<file path="src/rtl/ps2_key_decoder.sv">
// PS/2 keyboard receiver: sync, clock glitch filter, frame FSM, set-2 prefix layer.
// Build option: define PS2_PARITY_CHECK_EN to reject frames with bad odd parity.
module ps2_key_decoder #(
  parameter int FILTER_LEN     = 8,
  parameter int TIMEOUT_CYCLES = 48000
) (
  input  logic        clk_sys,
  input  logic        reset,
  input  logic        ps2_clk,
  input  logic        ps2_data,
  output logic [10:0] ps2_key,
  output logic        byte_valid,
  output logic [7:0]  byte_data,
  output logic        frame_err
);

  localparam int FW = $clog2(FILTER_LEN + 1);
  localparam int WW = $clog2(TIMEOUT_CYCLES + 1);

  typedef enum logic [1:0] {
    IDLE,
    DATA,
    PARITY,
    STOP
  } state_t;

  logic [1:0]    clk_sync;
  logic [1:0]    dat_sync;
  logic          dat;
  logic          clk_f;
  logic [FW-1:0] fcnt;
  logic          fall;
  state_t        state;
  state_t        state_nxt;
  logic [7:0]    sh;
  logic [2:0]    bcnt;
  logic [WW-1:0] wd;
  logic          tmo;
  logic          accept;
  logic          ferr;
  logic          par_ok;
  logic          ext;
  logic          brk;
  logic [2:0]    skip;
  logic          resp;

  assign dat = dat_sync[1];

`ifdef PS2_PARITY_CHECK_EN
  logic par;
  assign par_ok = ^{sh, par};
`else
  assign par_ok = 1'b1;
`endif

  // Two-flop synchronisers for both raw lines; idle level is high.
  always_ff @(posedge clk_sys) begin
    if (reset) begin
      clk_sync <= 2'b11;
      dat_sync <= 2'b11;
    end else begin
      clk_sync <= {clk_sync[0], ps2_clk};
      dat_sync <= {dat_sync[0], ps2_data};
    end
  end

  // Clock filter: follow the line only after FILTER_LEN differing samples in a row.
  always_ff @(posedge clk_sys) begin
    if (reset) begin
      clk_f <= 1'b1;
      fcnt  <= '0;
      fall  <= 1'b0;
    end else begin
      fall <= 1'b0;
      if (clk_sync[1] == clk_f) begin
        fcnt <= '0;
      end else if (fcnt == FW'(FILTER_LEN - 1)) begin
        clk_f <= clk_sync[1];
        fcnt  <= '0;
        fall  <= clk_f;
      end else begin
        fcnt <= fcnt + 1'b1;
      end
    end
  end

  // Frame state register.
  always_ff @(posedge clk_sys) begin
    if (reset) state <= IDLE;
    else       state <= state_nxt;
  end

  // Frame next-state, byte accept and framing-error decode.
  always_comb begin
    state_nxt = state;
    accept    = 1'b0;
    ferr      = 1'b0;
    tmo       = (state != IDLE) && (wd == WW'(TIMEOUT_CYCLES));
    if (tmo) begin
      state_nxt = IDLE;
    end else if (fall) begin
      unique case (state)
        IDLE:   if (!dat) state_nxt = DATA;
        DATA:   if (bcnt == 3'd7) state_nxt = PARITY;
        PARITY: state_nxt = STOP;
        STOP: begin
          state_nxt = IDLE;
          if (dat && par_ok) accept = 1'b1;
          else               ferr   = 1'b1;
        end
        default: state_nxt = IDLE;
      endcase
    end
  end

  // Shift register, bit counter, parity capture and inactivity watchdog.
  always_ff @(posedge clk_sys) begin
    if (reset) begin
      sh   <= '0;
      bcnt <= '0;
      wd   <= '0;
`ifdef PS2_PARITY_CHECK_EN
      par  <= 1'b0;
`endif
    end else begin
      if (state == IDLE || fall || tmo) wd <= '0;
      else                              wd <= wd + 1'b1;
      if (fall) begin
        case (state)
          IDLE: bcnt <= '0;
          DATA: begin
            sh   <= {dat, sh[7:1]};
            bcnt <= bcnt + 1'b1;
          end
`ifdef PS2_PARITY_CHECK_EN
          PARITY: par <= dat;
`endif
          default: ;
        endcase
      end
    end
  end

  // Frame-layer strobes, one cycle after the stop-bit fall event.
  always_ff @(posedge clk_sys) begin
    if (reset) begin
      byte_valid <= 1'b0;
      byte_data  <= '0;
      frame_err  <= 1'b0;
    end else begin
      byte_valid <= accept;
      frame_err  <= ferr | tmo;
      if (accept) byte_data <= sh;
    end
  end

  assign resp = byte_data inside {8'hFA, 8'hAA, 8'hEE, 8'hFE, 8'h00, 8'hFF};

  // Prefix layer: pause swallowing, E0/F0 flags, responses, key events.
  always_ff @(posedge clk_sys) begin
    if (reset) begin
      ps2_key <= '0;
      ext     <= 1'b0;
      brk     <= 1'b0;
      skip    <= '0;
    end else if (tmo) begin
      ext <= 1'b0;
      brk <= 1'b0;
    end else if (byte_valid) begin
      priority case (1'b1)
        (skip != 3'd0):       skip <= skip - 1'b1;
        (byte_data == 8'hE1): skip <= 3'd7;
        (byte_data == 8'hE0): ext  <= 1'b1;
        (byte_data == 8'hF0): brk  <= 1'b1;
        resp: begin
          ext <= 1'b0;
          brk <= 1'b0;
        end
        default: begin
          ps2_key <= {~ps2_key[10], ~brk, ext, byte_data};
          ext     <= 1'b0;
          brk     <= 1'b0;
        end
      endcase
    end
  end

endmodule

</file>
<file path="config.mk">
export PLATFORM = sky130hd
export DESIGN_NAME = ps2_key_decoder
export DESIGN_NICKNAME = d
export VERILOG_FILES = /design/src/rtl/ps2_key_decoder.sv
export SDC_FILE = /design/constraint.sdc
export NUM_CORES = 1
export LEC_CHECK = 0
export ABC_AREA = 1
export CAP_MARGIN = 5
export CORE_ASPECT_RATIO = 1.2
export CORE_MARGIN = 4
export CORE_UTILIZATION = 62
export CTS_CLUSTER_DIAMETER = 30
export DETAILED_ROUTE_END_ITERATION = 10
export PLACE_DENSITY = 0.84
export SETUP_SLACK_MARGIN = 0.05
export SLEW_MARGIN = 20
export SYNTH_ARGS = -nofsm -noshare
export SYNTH_HDL_FRONTEND = slang
export SYNTH_SLANG_ARGS = --single-unit
</file>
<file path="constraint.sdc">
create_clock -name clk_sys -period 3.52 [get_ports clk_sys]
set_input_delay 1.056 -clock clk_sys [delete_from_list [all_inputs] [get_ports clk_sys]]
set_output_delay 1.056 -clock clk_sys [all_outputs]
set_load 0.01 [all_outputs]
</file>
==> flow_summary.yaml <==
sta:
  finalHoldViolCount: 0
  max_slew_margin_pct: 58.43
  timing.hold.ws_ns: 0.4223
  drv_slew: 0
  grt_setup_unrepaired: "no"
  clock_skew_ns: 0.009202
  fmax_ghz: 0.4271
  worst_slew_pin_slew_ns: 0.6229
  fin_tns_setup_ns: 0
  fin_crit_sh_pct: 66.51
  finalSetupViolCount: 0
  fin_crit_ns: 2.341
routing:
  drtPass1Iterations: 4
  routed_wl_microns: 5504
  vias: 2435
  avgRoutedWirePerCell_microns: 11.33
  drc_errors: 0
  antenna_left: 0
  drtIter0Drc: 96
  avgViaCountPerCell: 5.010
min_path:
  worstHoldStart: "clk_sync[0]"
  hold_class: "reg -> reg"
floorplanning:
  die_w_microns: 71.61
  ios: 25
  core_sq_um: 4628
  dieArea_sq_um: 6039
  fp-row-count: 27
  start_util_pct: 65.04
  fp.dieH_microns: 84.33
synthesis:
  yosysTopAreaCell: "dfxtp_1"
  synth_seq_cells: 65
  yosysTopAreaCellShare_pct: 43.23
  syn-mean-instance-area_sq_um: 7.583
  ys_seq_area_share_pct: 43.23
  synth_nets: 412
  syn-cell-area_sq_um: 3010
  netlist-cell-type-count: 33
  yosys_warnings: 0
  yosys-top-cells-area: "dfxtp_1, nor2_1, nand2_1"
  synth_cells: 397
cells_and_area:
  finalNonFillerCells: 486
  final_cell_mix: "nor2_1, nand2_1, dfxtp_1"
  syn_to_final_growth_pct: 15.09
  diodes: 0
  final_common_cell: "nor2_1"
  finish.instance_area_sq_um: 3465
  nNetsFinal: 438
  drive_gt1_share_pct: 14.49
clock_network:
  htree_levels: 3
  cts_hold_buf: 0
  cts_sinks: 65
  root_buffer: "clkbuf_8"
  cts.clk_slew.worst_paths_ns: 0.07
  cts_setup_buffers: 0
  clk_path_buf_depth: 2
  cts_resized: 0
  cts_buffers: 9
  clk_latency_ns: 0.34
  cts_tree: "done"
worst_setup_path:
  crit_path_end_kind: "primary output"
  cp-startpoint: "byte_data[1]"
  cpMaxStageDelayCell: "clkdlybuf4s50_1"
  cp_data_required_time_ns: 2.46
  crit_path_max_incr_delay_ns: 0.56
  crit_chain: "clkdlybuf4s50_1"
  path_buf_inv: 1
  start_kind: "register"
  r2r-start: "state[0]"
  path_delay_family: "buffers and inverters"
  critical_path_class: "reg -> out"
  crit_fanout: 4
  crit_arrival_ns: 1.29
global_route:
  antenna_found_initial: 0
  grt_pass1_vias: 2332
  grt_first_pass_wirelength_microns: 9549
  grt_usage_pct: 19.98
  grt-ovfl-total: 0
  grt_max_degree: 32
run:
  cap_violations: 0
placement:
  dpl_cell_area_sq_um: 3253
  dp.cells: 470
  io_buffers: 24
  dp_hpwl_microns: 4088
  gp_congestion: 0.8617
power_and_ir_drop:
  power_density_nw_per_um2: 401.8
  p_leak_nw: 1.399
  power_mw: 1.392
  vdd_ir_drop_max_mv: 0.3172
outcome:
  outcome: "finished, final reports clean"
stage by stage:
step | worst slack, ns | util, %
finish | 1.179 | 74.86
global route | 1.114 | 74.86
CTS | 1.160 | 74.86
detailed placement | 1.026 | 70.29
global placement | 1.117 | 70.29
floorplan | 1.836 | -
worst paths after layout:
kind	cells after the start	slack [ns]	endpoint
hold reg to reg	1	0.42	clk_sync[1]
setup reg to reg	11	1.56	ps2_key[0]
setup / recovery	1	1.18	byte_data[1]
hold / removal	1	0.42	clk_sync[1]
power breakdown:
| part | internal, mW | switching [mW] | leakage (nW) | total [mW] |
|---|---|---|---|---|
| Clock | 0.370 | 0.259 | 0.112 | 0.630 |
| Combinational | 0.00952 | 0.0139 | 0.763 | 0.0234 |
| Sequential | 0.738 | 0.00130 | 0.524 | 0.739 |
per-layer routing:
| layer | vias to the layer above | GRT usage (%) | wire [microns] |
|---|---|---|---|
| li1 | 1301 | - | - |
| met1 | 1075 | 19.60 | 2256 |
| met2 | 43 | 36.37 | 2822 |
| met3 | 16 | 7.305 | 265 |
| met4 | 0 | 9.402 | 160 |
| met5 | - | 0 | 0 |
sequential cells by signal, summed over array words and instances (netlist names), 2 cells and up:
| name | count |
|---|---|
| byte_data | 8 |
| dat_sync | 2 |
| ps2_key | 11 |
| sh | 8 |
| wd | 16 |
| fcnt | 4 |
| state | 2 |
| bcnt | 3 |
| skip | 3 |
| clk_sync | 2 |
cell families (layout without fill, tap and decap cells):
| kind of cell | after synthesis | after routing | synth area share [%] |
|---|---|---|---|
| fa+ha+maj | 11 | 11 | 4.572 |
| compound gates | 56 | 56 | 9.767 |
| buf+inv | 63 | 94 | 9.226 |
| xor+xnor | 6 | 6 | 1.746 |
| simple gates | 196 | 196 | 31.46 |
| flops | 65 | 65 | 43.23 |
Yosys cell counts:
library cell  count
nor2_1           67
dfxtp_1          65
nand2_1          65
inv_1            45
a21oi_1          27
o21ai_0          23
nand3_1          12
nand3_2          12
ha_1             11
nor2_2            8
inv_2             7
nand2_2           7
nor3_1            7
or2_2             5
xor2_1            5
buf_6             4
nand4_1           4
o211ai_1          4
buf_4             2
clkbuf_1          2
nand2_4           2
nand3b_1          2
a21oi_2           1
buf_2             1
clkbuf_2          1
clkinv_2          1
nand3_4           1
nor2_4            1
nor3b_1           1
nor4_1            1
o21ai_1           1
or2_0             1
xnor2_1           1
area by class of cell:
cell class | count | area, sq um
multi-input combinational | 269 | 1431
fill | 385 | 1164
timing repair buffer | 25 | 247.7
sequential | 65 | 1301
clock buffer | 15 | 206.4
clock inverter | 1 | 5.005
inverter | 53 | 200.2
tap | 58 | 72.57
Note: power is estimated with default switching activity, not from simulation.
